## src/rtl/bpsk_bit_framer.sv

```systemverilog
// bpsk_bit_framer: frame builder and bit serializer in front of bpsk_modulator.
// Emits an alternating preamble, then a sync word, then payload bytes taken
// from a valid/ready stream, MSB-first, with each bit held SAMPLES_PER_BIT clocks.
// Optional build macro: BPSK_FRAMER_DIFF_ENC_EN enables differential (DBPSK)
// encoding of the emitted bit stream; left undefined, raw bits go out directly.
module bpsk_bit_framer #(
  parameter int                    SAMPLES_PER_BIT = 256,
  parameter int                    PREAMBLE_BITS   = 16,
  parameter int                    SYNC_WIDTH      = 16,
  parameter logic [SYNC_WIDTH-1:0] SYNC_WORD       = 16'hD391
) (
  input  logic       clk,
  input  logic       arst,
  input  logic [7:0] in_data,
  input  logic       in_valid,
  input  logic       in_last,
  output logic       in_ready,
  output logic       mod_s,
  output logic       mod_en,
  output logic       busy,
  output logic       underrun
);

  // Counter widths: the bit index must cover the longest field, which is at
  // least one payload byte (8 bits), so it is never narrower than 3 bits.
  localparam int TICK_W    = (SAMPLES_PER_BIT > 1) ? $clog2(SAMPLES_PER_BIT) : 1;
  localparam int MAX_A     = (PREAMBLE_BITS > SYNC_WIDTH) ? PREAMBLE_BITS : SYNC_WIDTH;
  localparam int MAX_FIELD = (MAX_A > 8) ? MAX_A : 8;
  localparam int BIT_W     = $clog2(MAX_FIELD);

  localparam logic [TICK_W-1:0] TICK_LAST = TICK_W'(SAMPLES_PER_BIT - 1);
  localparam logic [BIT_W-1:0]  PRE_LAST  = BIT_W'(PREAMBLE_BITS - 1);
  localparam logic [BIT_W-1:0]  SYNC_LAST = BIT_W'(SYNC_WIDTH - 1);
  localparam logic [BIT_W-1:0]  BYTE_LAST = BIT_W'(7);

  typedef enum logic [1:0] {
    IDLE,
    PREAMBLE,
    SYNC,
    PAYLOAD
  } state_t;

  state_t              state_q, state_d;
  logic [TICK_W-1:0]   tick_cnt_q, tick_cnt_d;
  logic [BIT_W-1:0]    bit_idx_q, bit_idx_d;
  logic [7:0]          shreg_q, shreg_d;
  logic                last_flag_q, last_flag_d;
  logic                underrun_q, underrun_d;

  logic                bit_end;
  logic                fetch;
  logic                raw_bit;
  logic [SYNC_WIDTH-1:0] sync_shift;

  assign bit_end    = (tick_cnt_q == TICK_LAST);
  assign sync_shift = SYNC_WORD << bit_idx_q;

  // State and datapath registers; reset drops any frame in progress silently.
  always_ff @(posedge clk) begin
    if (arst) begin
      state_q     <= IDLE;
      tick_cnt_q  <= '0;
      bit_idx_q   <= '0;
      shreg_q     <= '0;
      last_flag_q <= 1'b0;
      underrun_q  <= 1'b0;
    end else begin
      state_q     <= state_d;
      tick_cnt_q  <= tick_cnt_d;
      bit_idx_q   <= bit_idx_d;
      shreg_q     <= shreg_d;
      last_flag_q <= last_flag_d;
      underrun_q  <= underrun_d;
    end
  end

  // Next-state logic: walks the fields bit by bit and decides at each fetch
  // point whether a new byte is loaded or the frame is aborted as an underrun.
  always_comb begin
    state_d     = state_q;
    tick_cnt_d  = bit_end ? '0 : tick_cnt_q + TICK_W'(1);
    bit_idx_d   = bit_idx_q;
    shreg_d     = shreg_q;
    last_flag_d = last_flag_q;
    underrun_d  = 1'b0;
    fetch       = 1'b0;
    raw_bit     = 1'b0;

    case (state_q)
      IDLE: begin
        tick_cnt_d = '0;
        bit_idx_d  = '0;
        if (in_valid) begin
          state_d = PREAMBLE;
        end
      end

      PREAMBLE: begin
        raw_bit = ~bit_idx_q[0];
        if (bit_end) begin
          if (bit_idx_q == PRE_LAST) begin
            state_d   = SYNC;
            bit_idx_d = '0;
          end else begin
            bit_idx_d = bit_idx_q + BIT_W'(1);
          end
        end
      end

      SYNC: begin
        raw_bit = sync_shift[SYNC_WIDTH-1];
        if (bit_end) begin
          if (bit_idx_q == SYNC_LAST) begin
            fetch = 1'b1;
          end else begin
            bit_idx_d = bit_idx_q + BIT_W'(1);
          end
        end
      end

      PAYLOAD: begin
        raw_bit = shreg_q[7];
        if (bit_end) begin
          shreg_d = {shreg_q[6:0], 1'b0};
          if (bit_idx_q == BYTE_LAST) begin
            if (last_flag_q) begin
              state_d   = IDLE;
              bit_idx_d = '0;
            end else begin
              fetch = 1'b1;
            end
          end else begin
            bit_idx_d = bit_idx_q + BIT_W'(1);
          end
        end
      end

      default: begin
        state_d = IDLE;
      end
    endcase

    if (fetch) begin
      bit_idx_d = '0;
      if (in_valid) begin
        shreg_d     = in_data;
        last_flag_d = in_last;
        state_d     = PAYLOAD;
      end else begin
        state_d    = IDLE;
        underrun_d = 1'b1;
      end
    end
  end

  assign in_ready = fetch & ~arst;
  assign mod_en   = (state_q != IDLE);
  assign busy     = (state_q != IDLE);
  assign underrun = underrun_q;

`ifdef BPSK_FRAMER_DIFF_ENC_EN
  logic prev_q, prev_d;

  // Last emitted symbol, captured on bit boundaries and cleared while idle so
  // each frame's differential chain starts from zero.
  always_ff @(posedge clk) begin
    if (arst) begin
      prev_q <= 1'b0;
    end else begin
      prev_q <= prev_d;
    end
  end

  // Differential encoder: the emitted symbol toggles whenever the raw bit is 1.
  always_comb begin
    prev_d = prev_q;
    mod_s  = 1'b0;
    if (state_q != IDLE) begin
      mod_s = raw_bit ^ prev_q;
      if (bit_end) begin
        prev_d = mod_s;
      end
    end else begin
      prev_d = 1'b0;
    end
  end
`else
  assign mod_s = raw_bit;
`endif

endmodule

```

## config.mk

```make
export PLATFORM = sky130hd
export DESIGN_NAME = bpsk_bit_framer
export DESIGN_NICKNAME = d
export VERILOG_FILES = /design/src/rtl/bpsk_bit_framer.sv
export SDC_FILE = /design/constraint.sdc
export NUM_CORES = 1
export LEC_CHECK = 0
export ABC_AREA = 1
export CORE_MARGIN = 2
export CORE_UTILIZATION = 35
export CTS_BUF_LIST = sky130_fd_sc_hd__clkbuf_8
export DETAILED_ROUTE_END_ITERATION = 10
export PLACE_DENSITY = 0.54
export SYNTH_ARGS = -nofsm -noshare
export SYNTH_HDL_FRONTEND = slang
export SYNTH_SLANG_ARGS = --single-unit
```

## constraint.sdc

```tcl
create_clock -name clk -period 1.54 [get_ports clk]
set_clock_uncertainty 0.1 [all_clocks]
set_input_delay 0.385 -clock clk [delete_from_list [all_inputs] [get_ports clk]]
set_output_delay 0.385 -clock clk [all_outputs]
set_load 0.005 [all_outputs]
```

==> results.yml <==
worst_hold_path:
  min_path_type: "flop to flop"
routing:
  drc: 0
  first_pass_iters: 6
  wl_um: 4000
  vias_per_cell: 4.76
  ant_nets: 0
  drtIter0Drc: 65
  vias: 1546
  wl_per_cell_um: 12.3
power:
  p_per_area_nw_per_um2: 1330
  peakVddDrop_mv: 0.801
  comb_power_share_pct: 54.7
  p_sw_mw: 1.12
  leakage_nw: 1.10
  p_sw_share_pct: 36.4
  clockPowerShare_pct: 18.6
  totalPowerFinal_mw: 3.07
  p_int_mw: 1.95
  seqPwrFrac_pct: 26.7
synth:
  netlist_area_um2: 1380
  ys_warn_count: 0
  syn_area_per_cell_um2: 6.82
  synth_nets: 218
  ys_top_cells_by_count: "52 x nand2_1, 42 x nor2_1, 24 x dfxtp_1"
  synth_cells: 202
  yosys_register_bits: 24
  synth_top_area_share_pct: 34.9
  synth_ff_type: "dfxtp_1"
  synth_edf_count: 0
  seq_area_frac_synth_pct: 34.9
  netlist_top_cells_area: "dfxtp_1 35%, nand2_1 14%, nor2_1 11%"
  ys_types: 27
  ys_async_sr_fraction_pct: 0
  yosysTopAreaCell: "dfxtp_1"
  synth_most_common_cell: "nand2_1"
clock_network:
  clkTransAtPathRegs_ns: 0.09
  htreeDepth: 1
  cts_buffers: 3
  cts.hold.buffers_added: 0
  root_buffer: "clkbuf_8"
  cts_buffer_depth: 2
  cts_tree: "done"
  clock-sinks: 24
  clk_latency_ns: 0.28
outcome:
  failed_checks: "setup timing"
  status: "complete, but fails checks"
worst_setup_path:
  path_max_fanout: 3
  critical_path_arrival_ns: 1.48
  endpoint_kind: "output port"
  worstPathRequired_ns: 1.05
  worstSetupPathType: "flop to output port"
  startpoint_type: "flop"
die:
  die-area_um2: 4450
  io_pins: 17
  core_area_um2: 3720
  start_util_pct: 37.1
  die_x_um: 66.7
  std_cell_rows: 22
  die_h_um: 66.7
cells_and_area:
  antennaDiodeCount: 0
  layout-drive-gt1-share_pct: 45.5
  fill_cells: 342
  fin_util_pct: 62.1
  nets: 294
  final_area_um2: 2310
  area_growth_pct: 67.6
sta:
  drv_slew: 0
  post-route-worst-setup-slack_ns: -0.422
  rsz0062_at_grt: "true"
  tightestPinTransition_ns: 0.267
  whs_ns: 0.409
  finalHoldViolCount: 0
  max-slew-margin-rel_pct: 82.1
  maxClockFrequency_mhz: 510
  setup_viol: 17
  post-route-period-util_pct: 127
  period_needed_ns: 1.96
place:
  dpl-instance-area_um2: 1950
  port_buffers: 16
  pre_cts_ws_ns: -0.494
  finalWeightedCongestion: 0.868
  hpwl_um: 2820
global_routing:
  grt_pass1_vias: 1535
  antenna_found_initial: 0
  overflow: 0
  grt_pass1_wl_um: 6680
  grt_use_total_pct: 20.3
  grt_max_degree: 15
flow_run:
  max_cap_violations: 0
[kinds of logic after synthesis]
| logic type | synth area share [%] |
|---|---|
| simple gates | 43.9 |
| buf+inv | 8.72 |
| flops | 34.9 |
| compound gates | 7.63 |
| fa+ha+maj | 3.63 |
| xor+xnor | 1.27 |
[sequential cells by signal (all words and copies together) (netlist names)]
signal       flops
bit_idx_q        4
shreg_q          8
last_flag_q      1
tick_cnt_q       8
state_q          2
underrun         1
[cell type report]
class	count	area, µm²	share of cell area (%)
clock buffers	3	41.3	1.79
clock inverters	1	30.0	1.30
inverters	19	71.3	3.09
multi-input cells	154	967	41.9
flip-flops and latches	24	497	21.5
well taps	48	60.1	2.60
repair buffers	76	642	27.8
[worst paths after layout]
kind            startpoint            end  slack [ns]  cells after the start
max reg2reg  tick_cnt_q[1]     shreg_q[7]       -0.20                      9
min reg2reg  tick_cnt_q[6]  tick_cnt_q[6]        0.41                      2
min          tick_cnt_q[6]  tick_cnt_q[6]        0.41                      2
max           bit_idx_q[1]          mod_s       -0.42                      7
[critical path, stage by stage, from the launching register on]
cell and delay, ns:
dfxtp_4 0.38, buf_12 0.13, ha_4 0.26, nand2_2 0.05
nand3_2 0.05, o2111ai_2 0.09, o211ai_1 0.09, buf_2 0.14
[layer usage]
layer / track usage (%) / vias to the layer above / part of all wire [%]
met3: 3.72 / 6 / 3.2
met1: 21.5 / 719 / 41
met5: 0 / - / 0
met2: 38.1 / 26 / 54
met4: 9.95 / 0 / 1.7
li1: - / 795 / -
[stage by stage]
| stage | TNS, ns | instances |
|---|---|---|
| floorplan | -0.0281 | 202 |
| global placement | -4.71 | 310 |
| detailed placement | -5.19 | 310 |
| CTS | -2.96 | 324 |
| global route | -5.19 | 325 |
| finish | -3.16 | 325 |
[power by group through the flow]
stage / Sequential (mW) / Clock (mW) / Combinational, mW
2_1_floorplan: 0.770 / 0 / 0.606
3_3_place_gp: 0.779 / 0 / 1.21
5_1_grt: 0.828 / 0.625 / 1.82
3_5_place_dp: 0.790 / 0 / 1.24
6_report: 0.819 / 0.569 / 1.68
4_1_cts: 0.813 / 0.579 / 1.57
[what timing repair did]
action | 4_1_cts | 5_1_grt
buffers inserted | 10 | 5
pin swaps | 19 | 7
setup endpoints to repair | 20 | 24
gates resized for setup | 65 | 15
[cells in the final DEF (no fill, tap or decap), drive strengths merged]
cell type      count
nor3b              1
o211ai             1
a21oi              6
nor3               4
dfxtp             24
xnor2              1
bufinv             1
ha                 4
nand3b             1
o21a               2
buf               64
inv               18
o2111ai            1
o21ai              8
nand2             57
nand4              2
xor2               1
clkbuf             3
clkdlybuf4s50     11
nor2              43
dlygate4sd2        1
clkinv             1
nand3             22
(Power assumes the default switching activity.)
